==> config.mk <==
export PLATFORM = sky130hd
export DESIGN_NAME = dma_desc_sched
export DESIGN_NICKNAME = d
export VERILOG_FILES = /design/src/rtl/dma_desc_sched.sv
export SDC_FILE = /design/constraint.sdc
export NUM_CORES = 2
export LEC_CHECK = 0
export BUFFER_PORTS_ARGS = -buffer_cell sky130_fd_sc_hd__clkbuf_2
export CORE_MARGIN = 2
export CORE_UTILIZATION = 55
export CTS_BUF_LIST = sky130_fd_sc_hd__clkbuf_8 sky130_fd_sc_hd__clkbuf_16
export CTS_CLUSTER_SIZE = 40
export DETAILED_ROUTE_END_ITERATION = 6
export PLACE_DENSITY = 0.84
export SYNTH_ARGS = -nofsm -noshare
export SYNTH_HDL_FRONTEND = slang
export SYNTH_SLANG_ARGS = --single-unit
==> constraint.sdc <==
create_clock -name clk -period 23.6 [get_ports clk]
set_input_delay 2.36 -clock clk [delete_from_list [all_inputs] [get_ports clk]]
set_output_delay 2.36 -clock clk [all_outputs]
set_load 0.005 [all_outputs]
==> src/rtl/dma_desc_sched.sv <==
// dma_desc_sched: per-channel descriptor FIFOs feeding a single streamer
// through a round-robin arbiter, with per-channel sticky done/error status,
// abort (flush of queued entries) and capture of the most recent error.
//
// state  | meaning
// IDLE   | no descriptor outstanding; arbitrate and pop a head entry
// ISSUE  | descriptor offered on issue_*; waiting for issue_ready_i
// BUSY   | descriptor accepted by streamer; waiting for done_i / err_i
module dma_desc_sched #(
  parameter int NUM_CH      = 4,
  parameter int DESC_DEPTH  = 4,
  parameter int ADDR_WIDTH  = 32,
  parameter int BYTES_WIDTH = 32,
  localparam int DW = 2*ADDR_WIDTH + BYTES_WIDTH,
  localparam int CW = (NUM_CH > 1) ? $clog2(NUM_CH) : 1,
  localparam int LW = $clog2(DESC_DEPTH) + 1
) (
  input  logic                     clk,
  input  logic                     rst,
  input  logic [NUM_CH-1:0]        ch_desc_valid_i,
  output logic [NUM_CH-1:0]        ch_desc_ready_o,
  input  logic [NUM_CH*DW-1:0]     ch_desc_i,
  input  logic [NUM_CH-1:0]        ch_abort_i,
  input  logic [NUM_CH-1:0]        ch_clear_i,
  output logic                     issue_valid_o,
  input  logic                     issue_ready_i,
  output logic [DW-1:0]            issue_desc_o,
  output logic [CW-1:0]            issue_ch_o,
  input  logic                     done_i,
  input  logic                     err_i,
  input  logic [1:0]               err_src_i,
  input  logic [ADDR_WIDTH-1:0]    err_addr_i,
  output logic [NUM_CH*3-1:0]      ch_status_o,
  output logic [NUM_CH*LW-1:0]     ch_level_o,
  output logic [CW-1:0]            err_ch_o,
  output logic [1:0]               err_src_o,
  output logic [ADDR_WIDTH-1:0]    err_addr_o
);

  localparam int PW = $clog2(DESC_DEPTH);

  typedef enum logic [1:0] {
    ST_IDLE  = 2'd0,
    ST_ISSUE = 2'd1,
    ST_BUSY  = 2'd2
  } state_e;

  state_e state_q, state_d;

  logic [DW-1:0]         mem_q    [NUM_CH][DESC_DEPTH];
  logic [PW-1:0]         wr_ptr_q [NUM_CH];
  logic [PW-1:0]         wr_ptr_d [NUM_CH];
  logic [PW-1:0]         rd_ptr_q [NUM_CH];
  logic [PW-1:0]         rd_ptr_d [NUM_CH];
  logic [LW-1:0]         level_q  [NUM_CH];
  logic [LW-1:0]         level_d  [NUM_CH];
  logic [NUM_CH-1:0]     done_q, done_d;
  logic [NUM_CH-1:0]     error_q, error_d;
  logic [NUM_CH-1:0]     clr_pend_q, clr_pend_d;
  logic [CW-1:0]         rr_ptr_q, rr_ptr_d;
  logic [DW-1:0]         issue_desc_q, issue_desc_d;
  logic [CW-1:0]         issue_ch_q, issue_ch_d;
  logic [CW-1:0]         err_ch_q, err_ch_d;
  logic [1:0]            err_src_q, err_src_d;
  logic [ADDR_WIDTH-1:0] err_addr_q, err_addr_d;

  logic [NUM_CH-1:0]     push_acc;
  logic [NUM_CH-1:0]     pop;
  logic                  grant_vld;
  logic [CW-1:0]         grant_ch;
  logic [DW-1:0]         head_desc;
  logic                  head_zero;
  logic                  comp_vld;
  logic [CW-1:0]         comp_ch;
  logic                  err_evt;
  logic [NUM_CH-1:0]     comp_hit, err_hit, flush, set_done;

  // Push acceptance: room left, channel not in error, not being aborted this cycle
  always_comb begin
    ch_desc_ready_o = '0;
    for (int c = 0; c < NUM_CH; c++) begin
      ch_desc_ready_o[c] = (level_q[c] < LW'(DESC_DEPTH)) && !error_q[c] && !ch_abort_i[c];
    end
    push_acc = ch_desc_valid_i & ch_desc_ready_o;
  end

  // Round-robin pick of the first non-empty channel at or after rr_ptr; an
  // aborting channel is skipped so its flushed head can never be issued
  always_comb begin
    int idx;
    logic [CW-1:0] idx_c;
    grant_vld = 1'b0;
    grant_ch  = '0;
    idx       = 0;
    idx_c     = '0;
    for (int i = NUM_CH - 1; i >= 0; i--) begin
      idx   = (int'(rr_ptr_q) + i) % NUM_CH;
      idx_c = CW'(idx);
      if ((level_q[idx_c] != '0) && !ch_abort_i[idx_c]) begin
        grant_vld = 1'b1;
        grant_ch  = idx_c;
      end
    end
    head_desc = mem_q[grant_ch][rd_ptr_q[grant_ch]];
    head_zero = (head_desc[BYTES_WIDTH-1:0] == '0);
  end

  // Scheduler next-state: grant/pop in IDLE, handshake in ISSUE, completion in BUSY
  always_comb begin
    state_d      = state_q;
    rr_ptr_d     = rr_ptr_q;
    issue_desc_d = issue_desc_q;
    issue_ch_d   = issue_ch_q;
    pop          = '0;
    comp_vld     = 1'b0;
    comp_ch      = '0;
    err_evt      = 1'b0;
    case (state_q)
      ST_IDLE: begin
        if (grant_vld) begin
          pop[grant_ch] = 1'b1;
          rr_ptr_d      = (grant_ch == CW'(NUM_CH - 1)) ? '0 : grant_ch + CW'(1);
          if (head_zero) begin
            // zero-length descriptor completes immediately without a streamer transfer
            comp_vld = 1'b1;
            comp_ch  = grant_ch;
          end else begin
            issue_desc_d = head_desc;
            issue_ch_d   = grant_ch;
            state_d      = ST_ISSUE;
          end
        end
      end
      ST_ISSUE: begin
        if (issue_ready_i) state_d = ST_BUSY;
      end
      ST_BUSY: begin
        if (err_i) begin
          err_evt = 1'b1;
          state_d = ST_IDLE;
        end else if (done_i) begin
          comp_vld = 1'b1;
          comp_ch  = issue_ch_q;
          state_d  = ST_IDLE;
        end
      end
      default: state_d = ST_IDLE;
    endcase
  end

  // Per-channel FIFO pointers, levels and sticky status bits
  always_comb begin
    comp_hit   = '0;
    err_hit    = '0;
    flush      = '0;
    set_done   = '0;
    done_d     = done_q;
    error_d    = error_q;
    clr_pend_d = '0;
    for (int c = 0; c < NUM_CH; c++) begin
      comp_hit[c] = comp_vld && (comp_ch == CW'(c));
      err_hit[c]  = err_evt && (issue_ch_q == CW'(c));
      flush[c]    = err_hit[c] || ch_abort_i[c];
      // a push in the completion cycle does not count toward the remaining level
      set_done[c] = comp_hit[c] && ((level_q[c] - LW'(pop[c])) == '0);

      wr_ptr_d[c] = wr_ptr_q[c] + PW'(push_acc[c]);
      rd_ptr_d[c] = rd_ptr_q[c] + PW'(pop[c]);
      level_d[c]  = level_q[c] + LW'(push_acc[c]) - LW'(pop[c]);
      if (flush[c]) begin
        rd_ptr_d[c] = wr_ptr_d[c];
        level_d[c]  = '0;
      end

      // a push that collides with a done set clears done one cycle later
      clr_pend_d[c] = set_done[c] && push_acc[c];
      if (set_done[c])
        done_d[c] = 1'b1;
      else if (push_acc[c] || ch_clear_i[c] || clr_pend_q[c])
        done_d[c] = 1'b0;

      if (err_hit[c])
        error_d[c] = 1'b1;
      else if (ch_clear_i[c])
        error_d[c] = 1'b0;
    end
  end

  // Last-error capture; later errors overwrite
  always_comb begin
    err_ch_d   = err_ch_q;
    err_src_d  = err_src_q;
    err_addr_d = err_addr_q;
    if (err_evt) begin
      err_ch_d   = issue_ch_q;
      err_src_d  = err_src_i;
      err_addr_d = err_addr_i;
    end
  end

  // Descriptor storage; contents need no reset since level gates every read
  always_ff @(posedge clk) begin
    for (int c = 0; c < NUM_CH; c++) begin
      if (push_acc[c]) mem_q[c][wr_ptr_q[c]] <= ch_desc_i[c*DW +: DW];
    end
  end

  // State and control registers with synchronous reset
  always_ff @(posedge clk) begin
    if (rst) begin
      state_q      <= ST_IDLE;
      rr_ptr_q     <= '0;
      issue_desc_q <= '0;
      issue_ch_q   <= '0;
      done_q       <= '0;
      error_q      <= '0;
      clr_pend_q   <= '0;
      err_ch_q     <= '0;
      err_src_q    <= '0;
      err_addr_q   <= '0;
      for (int c = 0; c < NUM_CH; c++) begin
        wr_ptr_q[c] <= '0;
        rd_ptr_q[c] <= '0;
        level_q[c]  <= '0;
      end
    end else begin
      state_q      <= state_d;
      rr_ptr_q     <= rr_ptr_d;
      issue_desc_q <= issue_desc_d;
      issue_ch_q   <= issue_ch_d;
      done_q       <= done_d;
      error_q      <= error_d;
      clr_pend_q   <= clr_pend_d;
      err_ch_q     <= err_ch_d;
      err_src_q    <= err_src_d;
      err_addr_q   <= err_addr_d;
      for (int c = 0; c < NUM_CH; c++) begin
        wr_ptr_q[c] <= wr_ptr_d[c];
        rd_ptr_q[c] <= rd_ptr_d[c];
        level_q[c]  <= level_d[c];
      end
    end
  end

  // Status and level packing; a channel stays active while its descriptor is outstanding
  always_comb begin
    ch_status_o = '0;
    ch_level_o  = '0;
    for (int c = 0; c < NUM_CH; c++) begin
      ch_status_o[c*3 +: 3] = {error_q[c], done_q[c],
                               (level_q[c] != '0) ||
                               ((state_q != ST_IDLE) && (issue_ch_q == CW'(c)))};
      ch_level_o[c*LW +: LW] = level_q[c];
    end
  end

  assign issue_valid_o = (state_q == ST_ISSUE);
  assign issue_desc_o  = issue_desc_q;
  assign issue_ch_o    = issue_ch_q;
  assign err_ch_o      = err_ch_q;
  assign err_src_o     = err_src_q;
  assign err_addr_o    = err_addr_q;

endmodule

==> results.md <==
| Item | Reported | Unit |
|---|---|---|
| Setup slack at placement | 13.75 | ns |
| Post-layout min period | 9.405 | ns |
| Die Y-Extent | 356.4 | um |
| Routed vias/inst | 6.407 | - |
| Final antenna-violating net count | 0 | - |
| Upper clock frequency limit | 0.1063 | GHz |
| Standard cell core area | 123,500 | sq um |
| RD Place Congestion | 0.9362 | - |
| Via count | 48,114 | - |
| Setup skew after layout | 0.04351 | ns |
| Crit start category | input port | - |
| RSZ-0062 raised after global routing | false | - |
| Fraction of layout instances using a drive strength above 1 | 17.12 | % |
| Worst Tran Pin Value | 1.203 | ns |
| Tot GR Track Use | 31.22 | % |
| Number of antenna violations at the first check in global routing | 75 | - |
| Total iterations of the first detailed-routing run | 7 | - |
| Count of hold-fix buffers inserted at cts | 0 | - |
| Final critical-path share of the clock period | 39.85 | % |
| Leakage | 28.23 | nW |
| Synthesis-stage register bit count | 1,716 | - |
| Layout Area Growth over Synthesis | 14.46 | % |
| Peak supply drop | 0.1307 | mV |
| DRT Wirelength | 203.0 | mm |
| CTS tree | done | - |
| Critical path class | in2reg | - |
| Sinks on the clock net | 1,716 | - |
| Fraction of the yosys area taken by sequential cells | 72.83 | % |
| Number of max-cap violations | 0 | - |
| Remaining max-slew budget at the tightest pin | 19.44 | % |
| Top_reg_cell synth | sky130_fd_sc_hd__edfxtp_1 | - |
| Mapped Area | 68,280 | sq um |
| Area of the die | 127,000 | sq um |
| GRT overflow | 0 | - |
| Count of unresolved DRC violations after routing | 3 | - |
| First-pass GRT wire length | 293.8 | mm |
| Library cell used as clock root buffer | sky130_fd_sc_hd__clkbuf_16 | - |
| Total number of placement rows | 129 | - |
| Type of destination of the critical path | register | - |
| Fin. max-slew vios | 0 | - |
| Chip width | 356.4 | um |
| Clock buffer count from CTS | 167 | - |
| Total power per unit cell area | 120.3 | nW/um^2 |
| Setup TNS | 0 | ns |
| Nets | 6,153 | - |
| Status | complete, but fails checks | - |
| Post-Syn Nets | 5,694 | - |
| Post-CTS setup-driven buffer insertion count | 0 | - |
| Final core area utilization | 63.30 | % |
| Slack of the worst reg-to-reg path | 15.04 | ns |
| Largest net degree at the start of global routing | 225 | - |
| Effective utilization at floorplan | 55.30 | % |
| CTS H-Tree Depth | 4 | - |
| Vias in the first global route | 46,535 | - |
| Number of DRC markers after the initial detailed-route iteration | 7,493 | - |
| Violations in the final reports | design-rule violations | - |
| Boundary pin count | 598 | - |
| Worst-path clk slew | 0.06 | ns |
| Wire per inst | 27.04 | um |
| Clock insertion delay at the later pin of the skew report | 0.83 | ns |
| Hold WC Path Type | reg2reg | - |
| Yosys synthesis warning count | 0 | - |
| Setup slack of the critical path after layout | 14.20 | ns |
| Final hold violations | 0 | - |
| Fin Hold WS | 0.4553 | ns |
| Dpl hpwl | 114.8 | mm |
| Mean Syn Cell Area | 13.06 | sq um |
| Critical Path AT | 10.09 | ns |
| Biggest fanout along the worst timing path | 99 | - |
| Count of flip-flops with a built-in enable after synthesis | 1,536 | - |
| Number of distinct library cell variants in the gate-level netlist after synthesis | 66 | - |
| Async set-or-reset flop fraction in the synthesized netlist | 0 | % |
| Port Buf Inserts | 597 | - |
| Number of setup violations in the final report | 0 | - |
| Required arrival time at the worst endpoint | 24.28 | ns |
| Post-synthesis cell count | 5,229 | - |
| Count of cells resized by post-cts repair | 0 | - |
| CTS max path bufs | 3 | - |
## sequential cells by signal (all words and copies together), names as in the netlist, 4 cells and up, named ones only
register      flops
mem_q          1536
issue_desc_o     96
err_addr_o       32
level_q          12
rd_ptr_q          8
wr_ptr_q          8
clr_pend_q        4
done_q            4
error_q           4
## power by group
group / total, W / internal [W] / switching [W] / leakage [nW]
logic: 0.00320 / 0.00101 / 0.00219 / 9.92
clock network: 0.00268 / 0.00152 / 0.00116 / 2.89
registers: 0.00353 / 0.00345 / 0.0000750 / 15.4
## critical path, stage by stage
cell	delay [ns]
sky130_fd_sc_hd__clkbuf_2	0.12
sky130_fd_sc_hd__inv_1	0.13
sky130_fd_sc_hd__a211oi_2	0.10
sky130_fd_sc_hd__a221o_2	0.40
sky130_fd_sc_hd__buf_4	0.34
sky130_fd_sc_hd__o211ai_4	0.43
sky130_fd_sc_hd__buf_4	0.73
sky130_fd_sc_hd__buf_4	0.95
sky130_fd_sc_hd__buf_4	0.78
sky130_fd_sc_hd__nand2_1	0.12
sky130_fd_sc_hd__a22o_1	0.24
sky130_fd_sc_hd__o211ai_1	0.36
sky130_fd_sc_hd__a22oi_1	0.25
sky130_fd_sc_hd__nand4_1	0.20
sky130_fd_sc_hd__nor4_4	0.07
sky130_fd_sc_hd__buf_4	0.22
sky130_fd_sc_hd__nor2_4	0.10
sky130_fd_sc_hd__buf_4	0.55
sky130_fd_sc_hd__buf_4	0.93
sky130_fd_sc_hd__mux2i_1	0.36
sky130_fd_sc_hd__nor2_1	0.08
## cells in the final DEF, fill, tap and decap left out, types with 34 or more instances in the layout
master                      count
sky130_fd_sc_hd__buf_4         66
sky130_fd_sc_hd__edfxtp_1    1536
sky130_fd_sc_hd__diode_2       43
sky130_fd_sc_hd__clkbuf_2     596
sky130_fd_sc_hd__o211ai_1      68
sky130_fd_sc_hd__mux2i_1       89
sky130_fd_sc_hd__mux2_2        34
sky130_fd_sc_hd__and3_1        65
sky130_fd_sc_hd__nand2_1     1241
sky130_fd_sc_hd__nand3_1      526
sky130_fd_sc_hd__a21oi_1      188
sky130_fd_sc_hd__inv_1        145
sky130_fd_sc_hd__a31oi_1       66
sky130_fd_sc_hd__o221ai_1     128
sky130_fd_sc_hd__a311oi_1     128
sky130_fd_sc_hd__a22o_1        66
sky130_fd_sc_hd__o21ai_0       83
sky130_fd_sc_hd__nor2_1       118
sky130_fd_sc_hd__clkbuf_16    170
sky130_fd_sc_hd__dfxtp_1      180
## path summary, 6_finish.rpt
path | start | to | depth (start not counted)
setup reg to reg | level_q[2][2] | issue_desc_o[36] | 20
hold reg to reg | err_addr_o[25] | err_addr_o[25] | 2
hold / removal | err_addr_o[25] | err_addr_o[25] | 2
setup / recovery | ch_abort_i[1] | issue_desc_o[36] | 21
## synth_stat cells, types with 18 or more instances
master	number	area share, %
sky130_fd_sc_hd__mux2_1	24	0.40
sky130_fd_sc_hd__and2_1	27	0.25
sky130_fd_sc_hd__and3_1	69	0.63
sky130_fd_sc_hd__mux2i_1	89	1.3
sky130_fd_sc_hd__o211ai_1	68	0.75
sky130_fd_sc_hd__a21oi_1	188	1.4
sky130_fd_sc_hd__mux2_2	35	0.58
sky130_fd_sc_hd__a22o_1	66	0.85
sky130_fd_sc_hd__ha_1	26	0.48
sky130_fd_sc_hd__edfxtp_1	1536	68
sky130_fd_sc_hd__a22oi_1	18	0.20
sky130_fd_sc_hd__nor3_1	20	0.15
sky130_fd_sc_hd__a311oi_1	128	1.6
sky130_fd_sc_hd__buf_1	36	0.20
sky130_fd_sc_hd__dfxtp_1	180	5.3
sky130_fd_sc_hd__buf_2	51	0.37
sky130_fd_sc_hd__o221ai_1	128	1.6
sky130_fd_sc_hd__clkbuf_1	278	1.5
sky130_fd_sc_hd__a31oi_1	66	0.60
sky130_fd_sc_hd__inv_1	100	0.55
sky130_fd_sc_hd__o21ai_0	83	0.61
sky130_fd_sc_hd__nand2_1	1242	6.8
sky130_fd_sc_hd__nor2_1	124	0.68
sky130_fd_sc_hd__nand3_1	526	3.9
## metal layers
layer / up-vias / GRT usage [%] / part of all wire, %
met5: - / 0 / 0.25
met4: 76 / 15.57 / 5.0
li1: 20354 / - / -
met2: 3741 / 48.95 / 47
met1: 23130 / 39.41 / 35
met3: 813 / 9.821 / 14
## stage by stage
stage,std cells,power (W),instance area [sq um]
floorplan,5229,0.005727,68280
global placement,7156,0.006560,72520
detailed placement,7156,0.006658,72520
CTS,7467,0.009322,78050
global route,7495,0.009735,78120
finish,7510,0.009404,78160
## layout make-up
class / instances / area, sq um
clock inverters: 126 / 1069
diodes: 43 / 107.6
repair buffers: 669 / 3610
flip-flops and latches: 1716 / 49730
inverters: 102 / 406.6
well taps: 1637 / 2048
multi-input cells: 3032 / 16730
clock buffers: 185 / 4461
fillers: 8513 / 45320
## cells by family after synthesis
kind of cell             Yosys count  share of synthesized area, %
multiplexers                     156                         2.476
AND/OR/NAND/NOR                 2054                         12.90
buffers and inverters            481                         2.862
AO/OA/AOI/OAI                    772                         8.088
XOR/XNOR                          20                        0.2565
flip-flops                      1716                         72.83
adder cells (fa/ha/maj)           30                        0.5937
Note: power is estimated with default switching activity, not from simulation.
